### src/rtl/grey_pkg.sv
// -----------------------------------------------------------------------------
// grey_pkg
// Shared definitions for the grey-coded digit display path: digit geometry,
// the ten grey code points of the decimal counter, the matching 7-segment
// patterns ({g,f,e,d,c,b,a}, active-high), and the scan FSM state type.
// -----------------------------------------------------------------------------
package grey_pkg;

  localparam int NUM_DIGITS = 9;
  localparam int DIGIT_W    = 5;
  localparam int FRAME_W    = NUM_DIGITS * DIGIT_W;
  localparam int IDX_W      = 4;
  localparam int SEG_W      = 7;

  // Grey code points, one per decimal value
  localparam logic [DIGIT_W-1:0] GREY_0 = 5'b00000;
  localparam logic [DIGIT_W-1:0] GREY_1 = 5'b00001;
  localparam logic [DIGIT_W-1:0] GREY_2 = 5'b00011;
  localparam logic [DIGIT_W-1:0] GREY_3 = 5'b00010;
  localparam logic [DIGIT_W-1:0] GREY_4 = 5'b00110;
  localparam logic [DIGIT_W-1:0] GREY_5 = 5'b00100;
  localparam logic [DIGIT_W-1:0] GREY_6 = 5'b01100;
  localparam logic [DIGIT_W-1:0] GREY_7 = 5'b01000;
  localparam logic [DIGIT_W-1:0] GREY_8 = 5'b11000;
  localparam logic [DIGIT_W-1:0] GREY_9 = 5'b10000;

  // Segment patterns
  localparam logic [SEG_W-1:0] SEG_0    = 7'h3F;
  localparam logic [SEG_W-1:0] SEG_1    = 7'h06;
  localparam logic [SEG_W-1:0] SEG_2    = 7'h5B;
  localparam logic [SEG_W-1:0] SEG_3    = 7'h4F;
  localparam logic [SEG_W-1:0] SEG_4    = 7'h66;
  localparam logic [SEG_W-1:0] SEG_5    = 7'h6D;
  localparam logic [SEG_W-1:0] SEG_6    = 7'h7D;
  localparam logic [SEG_W-1:0] SEG_7    = 7'h07;
  localparam logic [SEG_W-1:0] SEG_8    = 7'h7F;
  localparam logic [SEG_W-1:0] SEG_9    = 7'h6F;
  localparam logic [SEG_W-1:0] SEG_DASH = 7'h40;
  localparam logic [SEG_W-1:0] SEG_OFF  = 7'h00;

  typedef enum logic {
    BLANK = 1'b0,
    SHOW  = 1'b1
  } state_e;

  // Decimal point marks the thousands and millions group boundaries
  function automatic logic dp_for_digit(input logic [IDX_W-1:0] idx);
    if (idx == 4'd3 || idx == 4'd6) begin
      return 1'b1;
    end else begin
      return 1'b0;
    end
  endfunction

  // Digit index advance with wrap from the top digit back to the ones digit
  function automatic logic [IDX_W-1:0] next_idx(input logic [IDX_W-1:0] idx);
    if (idx == 4'(NUM_DIGITS - 1)) begin
      return 4'd0;
    end else begin
      return idx + 4'd1;
    end
  endfunction

endpackage

### src/rtl/grey_seg_decode.sv
// -----------------------------------------------------------------------------
// grey_seg_decode
// Combinational translation of one 5-bit grey digit code into a 7-segment
// pattern. Codes outside the ten legal points show a dash and drop valid_o.
// Ports:
//   code_i   in  5  grey digit code
//   valid_o  out 1  code is one of the ten legal points
//   seg_o    out 7  segments {g,f,e,d,c,b,a}, active-high
// -----------------------------------------------------------------------------
module grey_seg_decode
  import grey_pkg::*;
(
  input  logic [DIGIT_W-1:0] code_i,
  output logic               valid_o,
  output logic [SEG_W-1:0]   seg_o
);

  // Code lookup; anything unrecognised falls to the dash pattern
  always_comb begin
    valid_o = 1'b1;
    seg_o   = SEG_DASH;
    case (code_i)
      GREY_0:  seg_o = SEG_0;
      GREY_1:  seg_o = SEG_1;
      GREY_2:  seg_o = SEG_2;
      GREY_3:  seg_o = SEG_3;
      GREY_4:  seg_o = SEG_4;
      GREY_5:  seg_o = SEG_5;
      GREY_6:  seg_o = SEG_6;
      GREY_7:  seg_o = SEG_7;
      GREY_8:  seg_o = SEG_8;
      GREY_9:  seg_o = SEG_9;
      default: begin
        valid_o = 1'b0;
        seg_o   = SEG_DASH;
      end
    endcase
  end

endmodule

### src/rtl/grey_scan_display.sv
// -----------------------------------------------------------------------------
// grey_scan_display
// Display stage for the 9-digit grey-coded decimal counter. Once per frame it
// snapshots the digit bus, then scans the digits one at a time onto a single
// 7-segment bus with a one-hot strobe, separated by all-off dead time.
// Invalid digit codes show a dash and set a sticky error flag.
//
// Parameters:
//   PRESCALE      cycles each digit is driven (>=2)
//   BLANK_CYCLES  all-strobes-off cycles between digits (>=1)
// Ports:
//   i_clk      in   1   clock
//   i_rst      in   1   synchronous reset, active-high
//   i_digits   in   45  9 x 5-bit grey digits, [4:0]=ones .. [44:40]=1e8
//   o_dig_sel  out  9   one-hot digit strobe, zero during blank
//   o_seg      out  7   segments {g,f,e,d,c,b,a}, active-high
//   o_dp       out  1   thousands separator
//   o_frame    out  1   pulse on the first cycle of a new snapshot
//   o_err      out  1   sticky invalid-code flag
// Build option:
//   GREY_SCAN_LZB_EN  leading-zero blanking of the snapshot (digit 0 never
//                     blanked, invalid codes count as non-zero)
// -----------------------------------------------------------------------------
module grey_scan_display
  import grey_pkg::*;
#(
  parameter int PRESCALE     = 1000,
  parameter int BLANK_CYCLES = 16
) (
  input  logic                  i_clk,
  input  logic                  i_rst,
  input  logic [FRAME_W-1:0]    i_digits,
  output logic [NUM_DIGITS-1:0] o_dig_sel,
  output logic [SEG_W-1:0]      o_seg,
  output logic                  o_dp,
  output logic                  o_frame,
  output logic                  o_err
);

  localparam int CNT_MAX = (PRESCALE > BLANK_CYCLES) ? PRESCALE : BLANK_CYCLES;
  localparam int CNT_W   = $clog2(CNT_MAX + 1);

  localparam logic [CNT_W-1:0]      BLANK_LAST = CNT_W'(BLANK_CYCLES - 1);
  localparam logic [CNT_W-1:0]      SHOW_LAST  = CNT_W'(PRESCALE - 1);
  localparam logic [CNT_W-1:0]      CNT_ZERO   = {CNT_W{1'b0}};
  localparam logic [CNT_W-1:0]      CNT_ONE    = {{(CNT_W-1){1'b0}}, 1'b1};
  localparam logic [NUM_DIGITS-1:0] SEL_NONE   = {NUM_DIGITS{1'b0}};
  localparam logic [NUM_DIGITS-1:0] SEL_ONE    = {{(NUM_DIGITS-1){1'b0}}, 1'b1};

  state_e                  state_q, state_d;
  logic [CNT_W-1:0]        cnt_q, cnt_d;
  logic [IDX_W-1:0]        idx_q, idx_d;
  logic [FRAME_W-1:0]      frame_q, frame_d;
  logic [NUM_DIGITS-1:0]   sel_q, sel_d;
  logic [SEG_W-1:0]        seg_q, seg_d;
  logic                    dp_q, dp_d;
  logic                    frame_pulse_q, frame_pulse_d;
  logic                    err_q, err_d;

  // The digit shown next comes from the live bus only on the snapshot edge
  // (entering digit 0); every other digit reads the held snapshot, so a frame
  // is always self-consistent.
  logic [FRAME_W-1:0]      src_frame_s;
  logic [DIGIT_W-1:0]      src_digit_s [NUM_DIGITS];
  logic [DIGIT_W-1:0]      cur_code_s;
  logic                    dec_valid_s;
  logic [SEG_W-1:0]        dec_seg_s;
  logic                    lz_blank_s;

  // Source selection and per-digit split of the frame
  always_comb begin
    if (idx_q == 4'd0) begin
      src_frame_s = i_digits;
    end else begin
      src_frame_s = frame_q;
    end
    for (int i = 0; i < NUM_DIGITS; i++) begin
      src_digit_s[i] = src_frame_s[i*DIGIT_W +: DIGIT_W];
    end
    cur_code_s = src_digit_s[idx_q];
  end

  grey_seg_decode u_decode (
    .code_i  (cur_code_s),
    .valid_o (dec_valid_s),
    .seg_o   (dec_seg_s)
  );

`ifdef GREY_SCAN_LZB_EN
  // Bit n set when digit n and everything above it are zero; digit 0 is
  // always displayed so an all-zero value still reads "0".
  function automatic logic [NUM_DIGITS-1:0] lzb_mask(input logic [FRAME_W-1:0] f);
    logic                  seen;
    logic [NUM_DIGITS-1:0] mask;
    seen = 1'b0;
    mask = SEL_NONE;
    for (int i = NUM_DIGITS - 1; i >= 1; i--) begin
      if (f[i*DIGIT_W +: DIGIT_W] != GREY_0) begin
        seen = 1'b1;
      end else begin
        seen = seen;
      end
      mask[i] = ~seen;
    end
    return mask;
  endfunction

  logic [NUM_DIGITS-1:0] lzb_mask_s;

  // Leading-zero mask of the frame the current digit belongs to
  always_comb begin
    lzb_mask_s = lzb_mask(src_frame_s);
    lz_blank_s = lzb_mask_s[idx_q];
  end
`else
  assign lz_blank_s = 1'b0;
`endif

  // Scan FSM next state; output registers are loaded on the edge that enters
  // each phase so they are stable for the whole phase.
  always_comb begin
    state_d       = state_q;
    cnt_d         = cnt_q;
    idx_d         = idx_q;
    frame_d       = frame_q;
    sel_d         = sel_q;
    seg_d         = seg_q;
    dp_d          = dp_q;
    frame_pulse_d = 1'b0;
    err_d         = err_q;
    case (state_q)
      BLANK: begin
        if (cnt_q == BLANK_LAST) begin
          state_d = SHOW;
          cnt_d   = CNT_ZERO;
          sel_d   = SEL_ONE << idx_q;
          if (lz_blank_s) begin
            seg_d = SEG_OFF;
            dp_d  = 1'b0;
          end else begin
            seg_d = dec_seg_s;
            dp_d  = dp_for_digit(idx_q);
          end
          if (!dec_valid_s) begin
            err_d = 1'b1;
          end else begin
            err_d = err_q;
          end
          if (idx_q == 4'd0) begin
            frame_d       = i_digits;
            frame_pulse_d = 1'b1;
          end else begin
            frame_d       = frame_q;
            frame_pulse_d = 1'b0;
          end
        end else begin
          cnt_d = cnt_q + CNT_ONE;
        end
      end
      SHOW: begin
        if (cnt_q == SHOW_LAST) begin
          state_d = BLANK;
          cnt_d   = CNT_ZERO;
          idx_d   = next_idx(idx_q);
          sel_d   = SEL_NONE;
          seg_d   = SEG_OFF;
          dp_d    = 1'b0;
        end else begin
          cnt_d = cnt_q + CNT_ONE;
        end
      end
      default: begin
        state_d = BLANK;
        cnt_d   = CNT_ZERO;
        idx_d   = 4'd0;
        sel_d   = SEL_NONE;
        seg_d   = SEG_OFF;
        dp_d    = 1'b0;
      end
    endcase
  end

  // State, counters, snapshot and output registers
  always_ff @(posedge i_clk) begin
    if (i_rst) begin
      state_q       <= BLANK;
      cnt_q         <= CNT_ZERO;
      idx_q         <= 4'd0;
      frame_q       <= {FRAME_W{1'b0}};
      sel_q         <= SEL_NONE;
      seg_q         <= SEG_OFF;
      dp_q          <= 1'b0;
      frame_pulse_q <= 1'b0;
      err_q         <= 1'b0;
    end else begin
      state_q       <= state_d;
      cnt_q         <= cnt_d;
      idx_q         <= idx_d;
      frame_q       <= frame_d;
      sel_q         <= sel_d;
      seg_q         <= seg_d;
      dp_q          <= dp_d;
      frame_pulse_q <= frame_pulse_d;
      err_q         <= err_d;
    end
  end

  assign o_dig_sel = sel_q;
  assign o_seg     = seg_q;
  assign o_dp      = dp_q;
  assign o_frame   = frame_pulse_q;
  assign o_err     = err_q;

endmodule

### config.mk
export PLATFORM = sky130hd
export DESIGN_NAME = grey_scan_display
export DESIGN_NICKNAME = d
export VERILOG_FILES = /design/src/rtl/grey_pkg.sv /design/src/rtl/grey_seg_decode.sv /design/src/rtl/grey_scan_display.sv
export SDC_FILE = /design/constraint.sdc
export NUM_CORES = 1
export LEC_CHECK = 0
export ABC_CLOCK_PERIOD_IN_PS = 3700
export CAP_MARGIN = 5
export CORE_MARGIN = 4
export CORE_UTILIZATION = 52
export CTS_CLUSTER_DIAMETER = 200
export DETAILED_ROUTE_END_ITERATION = 12
export PLACE_DENSITY = 0.84
export SLEW_MARGIN = 5
export SYNTH_ARGS = -nofsm -noshare
export SYNTH_HDL_FRONTEND = slang
export SYNTH_SLANG_ARGS = --single-unit
### constraint.sdc
create_clock -name i_clk -period 3.7 [get_ports i_clk]
set_input_delay 0.37 -clock i_clk [delete_from_list [all_inputs] [get_ports i_clk]]
set_output_delay 0.37 -clock i_clk [all_outputs]
set_load 0.01 [all_outputs]
Word level (Yosys, flattened, before mapping)

Index checks and enable logic that the tools add are counted.

Eq/ne operators: 16
Shift operators: 1
Reductions and logical operators: 9
Add/subtract/negate cells: 2
Bitwise operators: 4
Magnitude comparators: 1
Mux-type cells: 24

Operators with widths:

| cell                                             | count |
|---|---|
| case mux 7 bit (10 select lines)                 | 1 |
| 2-to-1 mux 45 bit                                | 1 |
| binary-select mux 5 bit (select 4 bit)           | 1 |
| 2-to-1 mux 10 bit                                | 2 |
| case mux 10 bit (2 select lines)                 | 1 |
| 2-to-1 mux 9 bit                                 | 2 |
| case mux 9 bit (2 select lines)                  | 1 |
| 2-to-1 mux 7 bit                                 | 2 |
| case mux 7 bit (2 select lines)                  | 1 |
| adder 10 x 1 -> 10 bit (second input constant)   | 1 |
| == test 10 bit (second input constant)           | 1 |
| == test 10 x 4 -> 1 bit (second input constant)  | 1 |
| == test 5 x 2 -> 1 bit (second input constant)   | 2 |
| == test 5 x 3 -> 1 bit (second input constant)   | 2 |
| == test 5 x 4 -> 1 bit (second input constant)   | 2 |
| == test 5 bit (second input constant)            | 2 |
| 2-to-1 mux 5 bit                                 | 2 |
| OR reduction 10 bit                              | 1 |
| << shifter 1 x 4 -> 9 bit (first input constant) | 1 |
| 2-to-1 mux 1 bit                                 | 7 |
| AND reduction 2 bit                              | 3 |
| == test 5 x 1 -> 1 bit (second input constant)   | 1 |
| >= comparator 5 bit (second input constant)      | 1 |
| zero test 5 bit                                  | 1 |
| 14 further kinds                                 | 17 |

Register bits: 79
Logic and storage cells: 66
Output and inout bits: 19
Input bits: 47

Longest topological paths before layout

Depth in word-level cells: 10
Mapped depth: 13
Depth with buffers taken out: 9

Cells and area by module

A second synthesis with hierarchy kept.

Cell total of the unflattened synthesis: 481
Area total of the unflattened synthesis: 3901.2 um^2

Modules (own cells, without submodules):

| module            | seq. area each (um^2) | cells an instance | times used | area each (um^2) |
|---|---|---|---|---|
| grey_scan_display | 1581.5                | 449               | 1          | 3698.5 |
| grey_seg_decode   | 0.0                   | 32                | 1          | 202.7 |

Worst setup path after synthesis

OpenSTA, ideal clock, no wires.

Path kind: flip-flop to flip-flop
Start: reg idx_q[1]
End: reg seg_q[3] (netlist: o_seg[3])
Data required time: 3.627 ns
Period minus slack after synthesis: 3.314 ns
Stages on the path, launching flop included: 14
Arrival time: 3.241 ns
Path buffers: 4
Setup time: 0.073 ns
Setup slack: 0.386 ns
Path through: dfxtp_1 > buf_6 > buf_2 > buf_2 > inv_1 > ha_1 > nor3b_1 > buf_2 > mux4_1 > mux2_2 > a211o_1 > or4_4 > or3_1 > o211ai_2

Cells in the longest elaborated chain, start to end: 9
Elaborated cells between the ends (all ways): 19
Those cells by class: eq/ne (9); mux (7); bitwise (1); reduce/logical (2)

Ends and longest elaborated chain:

| element                                                | line                     | RTL |
|---|---|---|
| from (decl)                                            | grey_scan_display.sv:52  | `logic [IDX_W-1:0] idx_q, idx_d;` |
| from (signal assigned)                                 | grey_scan_display.sv:198 | `idx_q <= idx_d;` |
| zero test 4 bit                                        | grey_scan_display.sv:72  | `if (idx_q == 4'd0) begin` |
| 2-to-1 mux 45 bit                                      | n/a                      |  |
| binary-select mux 5 bit (select 4 bit) *               | grey_scan_display.sv:80  | `cur_code_s = src_digit_s[idx_q];` |
| 2-to-1 mux 5 bit (not written as such) * (2 in series) | grey_scan_display.sv:80  |  |
| == test 5 bit, or another cell as far along            | grey_seg_decode.sv:22    | `case (code_i)` |
| case mux 7 bit (10 select lines) *                     | grey_seg_decode.sv:22    |  |
| 2-to-1 mux 7 bit *                                     | grey_scan_display.sv:133 | `if (cnt_q == BLANK_LAST) begin` |
| case mux 7 bit (2 select lines) *                      | grey_scan_display.sv:131 | `case (state_q)` |
| to (signal assigned)                                   | grey_scan_display.sv:201 | `seg_q <= seg_d;` |
| to (decl)                                              | grey_scan_display.sv:55  | `logic [SEG_W-1:0] seg_q, seg_d;` |

Every way passes the cells marked *; elsewhere a longest branch is shown, timed or not. The select of a mux whose other input is x is not followed.
A chain may end at the register's enable or synchronous reset.

Worst setup path after layout

Start: reg idx_q[0]
End: reg seg_q[4] (netlist: o_seg[4])

The elaborated chain is that of the path after synthesis.

==> run summary <==
In this run, distinct cell masters in the synthesized netlist total 52. The routed wirelength normalized by instance count works out to 15.3 um. The worst voltage drop across the vdd grid was 179 uV. The die covers 8470 sq um. Share of final-layout standard cells stronger than drive strength 1: 9.61%. The tools report the quantity of gates resized following cts as 0.

The first global-routing pass estimated 14.6 mm of wire. TritonCTS built the clock tree. The power density over the cells is 365 nW/um^2, and the post-route setup TNS is 0 ps. The average size of a mapped cell works out to 8.56 sq um.

The starting density of the core is 53.7%, and the number of antenna repair diodes is 0. Core region area: 6830 sq um. The placement row count is 30, and the leakage dissipation is 0.00164 uW. The tightest min-delay check is of the reg2reg type. The clock transition at the register clock pins on the worst setup and hold paths after CTS is 80 ps.

The via count of the first global-routing pass is 3216. The placed cell count was 569. The H-tree generated during clock tree synthesis spans 3 levels. For this run, the detailed router's first-pass iteration total came to 5. Of all nets on the critical path, the largest fanout is 9.

The run gives 66 as the number of I/O pins. The run gives 5.96 ps as the final setup skew. Relative to the synthesized area, the layout overhead comes to 25.2%. The flip-flop cell with the highest count after synthesis was sky130_fd_sc_hd__dfxtp_1.

Global routing used 25.9% of the available met1 tracks. For this block, the via count after detailed routing is 3360. For the total overflow reported by the global router, the log shows 0. After the last flow step, the layout net total stands at 538. The count of nets left with antenna violations once routing finished came out at 0.

The post-detailed-routing wire length came out at 8.95 mm. The tools report the number of DRC violations after detailed-routing iteration 0 as 318. Excluding fillers, the count of instances in the completed layout stands at 585. The tools report the global-route met3 utilization as 4.02%.

Walking the worst path, the cells encountered are inv_1 > ha_1 > nor3b_1 > buf_4 > nor2b_1 > a2111oi_0 > o311ai_1 > nor3_1 > a32oi_1 > o21ai_0. Yosys mapped a number of flops with a built-in enable equal to 0. The run gives 0 as the number of hold buffers added after CTS. Clock network latency to the later pin of the worst-skew pair: 350 ps. The top cell types in the final layout, fill and taps aside, are 107 x sky130_fd_sc_hd__nand2_1, 79 x sky130_fd_sc_hd__dfxtp_1, 64 x sky130_fd_sc_hd__clkdlybuf4s50_1, 52 x sky130_fd_sc_hd__a21oi_1, 24 x sky130_fd_sc_hd__nor2_1. The maximum number of pins on one net before global-route repair is 59.

The family of cells with the greatest summed delay on the critical path was compound AO/OA/AOI/OAI gates. The final period utilization is 81.8%, and the critical path arrival is 3300 ps. The post-CTS setup buffer count came out at 0. The tools report the initial antenna violation count as 0. The cell type of the slowest stage on the worst timing path is sky130_fd_sc_hd__a2111oi_0. For the setup-violating endpoint count in the final report, the log shows 0. The peak clock frequency supported by timing was 330 MHz; the net count after synthesis was 483. For this run, the number of Yosys warnings is 0. The congestion estimate from routability-driven global placement came to 0.830. Setup repair after global routing left no endpoint under its margin.

The number of remaining DRC errors was 0; the vertical extent of the die was 92.0 um. Startpoint type of the worst setup path: a flop. Counting along the longest clock path gives a buffer depth of 2. The tools report the clock tree root driver cell as sky130_fd_sc_hd__clkbuf_8. The stage delay of the slowest cell on the critical path was 580 ps. Instance count of the mapped netlist: 429. The flow ran to the end, and the final reports show no timing, DRC or antenna violations.

The logs give 450 ps for the worst hold-check slack and 3970 ps for the worst path required time. The quantity of I/O buffers inserted on ports is 65, and the actual slew at the worst max-slew pin is 1070 ps. The placed standard-cell area was 4370 sq um; the combined global-route utilization of all metal layers was 21.2%. The synthesized design contains 79 register bits. After synthesis the cells add up to 3670 sq um. The final-report hold violation count was 0; the max-cap check violation count was 0. The relative slew slack was 28.8%. After synthesis, flip-flops and latches occupy 43.1% of the total area. The finished cells cover 4600 sq um. The most crowded layer after global routing is met2.

The worst setup path is captured at a flop. After filler insertion, the fill cell instance count of the layout stands at 575. The die boundary width came out at 92.0 um. Leaving out fill and tap cells, the most frequent cell in the layout is sky130_fd_sc_hd__nand2_1. Clock tree synthesis found a total of 79 sinks. Cells fill 67.3% of the core in the end. The max-slew violation total from the final report is 0.

Global routing used 35.5% of the available met2 tracks. Clock tree synthesis inserted a total of 9 buffers. The minimum clock period came out at 3030 ps.

Once detailed placement completed, the half-perimeter wirelength came to 6.20 mm. The number of buffers and inverters on the critical path is 2. The critical path class is reg2reg.

After synthesis, the share of flip-flops with an asynchronous set or reset is 0%. The per-cell via count in the routed design works out to 5.74.
worst min-delay path: cells and delay by family (launching register included):
| family | cells | cell delay (ps) |
|---|---|---|
| AO/OA/AOI/OAI | 1 | 50 |
| flip-flops | 1 | 310 |
| AND/OR/NAND/NOR | 1 | 50 |
synth_stat cells (6+ instances only):
master	instances	area, sq um
sky130_fd_sc_hd__nand2_1	107	402
sky130_fd_sc_hd__a22o_1	8	70.1
sky130_fd_sc_hd__dfxtp_1	79	1580
sky130_fd_sc_hd__o21ai_0	11	55.1
sky130_fd_sc_hd__clkbuf_1	21	78.8
sky130_fd_sc_hd__ha_1	7	87.6
sky130_fd_sc_hd__nand3_1	9	45.0
sky130_fd_sc_hd__nor2_1	25	93.8
sky130_fd_sc_hd__mux2i_1	6	60.1
sky130_fd_sc_hd__mux2_2	7	78.8
sky130_fd_sc_hd__inv_1	7	26.3
sky130_fd_sc_hd__a21oi_1	52	260
sky130_fd_sc_hd__mux4_2	9	203
registers in the layout (all words and copies together) (netlist names):
signal / count
idx_q: 4
frame_q: 45
state_q: 1
o_dp: 1
o_dig_sel: 9
cnt_q: 10
o_seg: 7
o_frame: 1
o_err: 1
metrics by stage:
| step | power, uW | worst slack, ps |
|---|---|---|
| after CTS | 1690 | 671 |
| after global placement | 972 | 772 |
| final | 1680 | 672 |
| after detailed placement | 975 | 683 |
| after global routing | 1730 | 482 |
| after floorplan | 911 | 386 |
layout make-up:
class,count,area [sq um],share of cell area [%]
Inverter,8,30.0,0.653
Clock buffer,13,159,3.46
Clock inverter,3,65.1,1.42
Timing Repair Buffer,72,698,15.2
Tap cell,96,120,2.61
Multi-Input combinational cell,314,1940,42.3
Sequential cell,79,1580,34.4
report_power, final:
part	internal (uW)	switching [uW]
logic	58.6	43.3
registers	852	2.07
clock network	417	304
worst paths after layout:
path / from / end / slack, ps / cells after the start
setup / recovery: idx_q[0] / o_seg[4] / 670 / 10
hold / removal: frame_q[23] / frame_q[23] / 450 / 2
setup reg to reg: idx_q[0] / o_seg[4] / 670 / 10
hold reg to reg: frame_q[23] / frame_q[23] / 450 / 2
per-layer routing:
layer | routed length [um] | vias to the layer above
li1 | - | 1608
met1 | 3820 | 1585
met2 | 4320 | 138
met3 | 542 | 29
met4 | 261 | 0
met5 | 0 | -
kinds of logic (layout without fill, tap and decap cells):
kind of cell / after synthesis / after routing / share of synthesized area (%)
compound gates: 99 / 99 / 16.9
xor+xnor: 9 / 9 / 2.15
fa+ha+maj: 7 / 7 / 2.39
buf+inv: 36 / 96 / 4.06
flops: 79 / 79 / 43.1
mux: 24 / 24 / 10.7
simple gates: 175 / 175 / 20.7
(Power assumes the default switching activity.)
==> variant (config.mk and constraints unchanged) <==
Set the package constant `IDX_W` to 5 (it was 4).
--- a/src/rtl/grey_pkg.sv
+++ b/src/rtl/grey_pkg.sv
@@ -10,5 +10,5 @@
   localparam int DIGIT_W    = 5;
   localparam int FRAME_W    = NUM_DIGITS * DIGIT_W;
-  localparam int IDX_W      = 4;
+  localparam int IDX_W      = 5;
   localparam int SEG_W      = 7;
 
Check against the original RTL: no difference found for any inputs over 10 cycles, from zero or initial values and one cycle with i_rst high; that may be too few to reach the edited logic, so the function may still have changed.
==> variant against the original RTL <==
  * Design area increased by 5.0%
  * Power about the same
  * Critical path depth decreased by 1
  * Largest power group unchanged
  * Area after synthesis increased by 6.3%
  * Combinational power increased by 9.8%
  * Setup slack got worse by 0.28 ns
  * Core utilization decreased by 1.1 points
  * Sequential cell count increased by 1
  * Wire length increased by 16%
  * Sequential share of layout area decreased by 1.2 points
  * Clock skew increased by 0.0038 ns
  * Critical path type unchanged
==> variant: results (changes against the original RTL) <==
Layout Skew: 0.00979 ns (+0.00383 ns)
Number of global-route vias before repair: 3473 (+8.0%)
Multiplexer share of the synthesized area: 5.32% (-5.4 points)
Reg-to-Reg Start: idx_q[1]
First-pass GRT wire length: 16.9 mm (+16%)
Largest stage delay, worst path: 0.64 ns (+0.06 ns)
Max_slew headroom: 36.1% (+7.3 points)
Worst reg2reg path depth: 9 (-1)
Power share of the clock group: 41.7% (-1.3 points)
Int Pwr: 0.00130 W (-1.8%)
Worst R2R End: o_seg[0]
Vias: 3688 (+9.8%)
Post-Route WL: 10.4 mm (+16%)
Share of cells above drive strength 1: 8.63% (-0.98 points)
Post-route minimum period: 3.31 ns (+0.281 ns)
Routability cong.: 0.939 (+13%)
Total track usage: 23.9% (+2.7 points)
Largest net degree at the start of global routing: 57 (-3.4%)
Flop pwr share: 51.6% (+0.6 points)
Avg WL per Cell: 16.4 um (+7.1%)
Nets: 583 (+8.4%)
Top cells by count, synth: nand2_1 (118), dfxtp_1 (80), a21oi_1 (56)
Hold path start: i_rst
Synth Area in Adders: 2.24% (-0.14 points)
Maximum vdd drop: 0.000185 V (+3.0%)
DR iter-0 viols: 279 (-12%)
Placed Area: 4620 um^2 (+5.6%)
Hold Crit Depth: 3 (+1)
Unique cell type count in the Yosys netlist: 66 (+27%)
Worst hold path class: primary input to register
DP HPWL: 7.42 mm (+20%)
Hold EP: o_seg[6]
Post-Synthesis Cells: 473 (+10%)
Status: finished clean
-- variant: cell count changes after synthesis, sizes merged, moves of 4 or more --
| cell | unedited run | this run |
|---|---|---|
| o21ai | 13 | 9 |
| nor3 | 5 | 11 |
| a32o | 1 | 6 |
| nand2 | 107 | 119 |
| mux4 | 11 | 4 |
-- variant: cell type report --
class                           count  area, um^2
Sequential cell                    80        1600
Clock inverter                      5        81.3
Fill cell                         628        2470
Multi-Input combinational cell    356        2140
Tap cell                           99         124
Inverter                            6        22.5
Timing Repair Buffer               76         728
Clock buffer                       10         128
-- variant: metal layers --
metal / wire length (um) / up-vias / share of wire (%) / GRT usage, %
met3: 684 / 21 / 6.6 / 3.98
met5: 0 / - / 0 / 0
met1: 4610 / 1715 / 45 / 32.0
met2: 4860 / 164 / 47 / 38.4
li1: - / 1788 / - / -
met4: 198 / 0 / 1.9 / 9.01
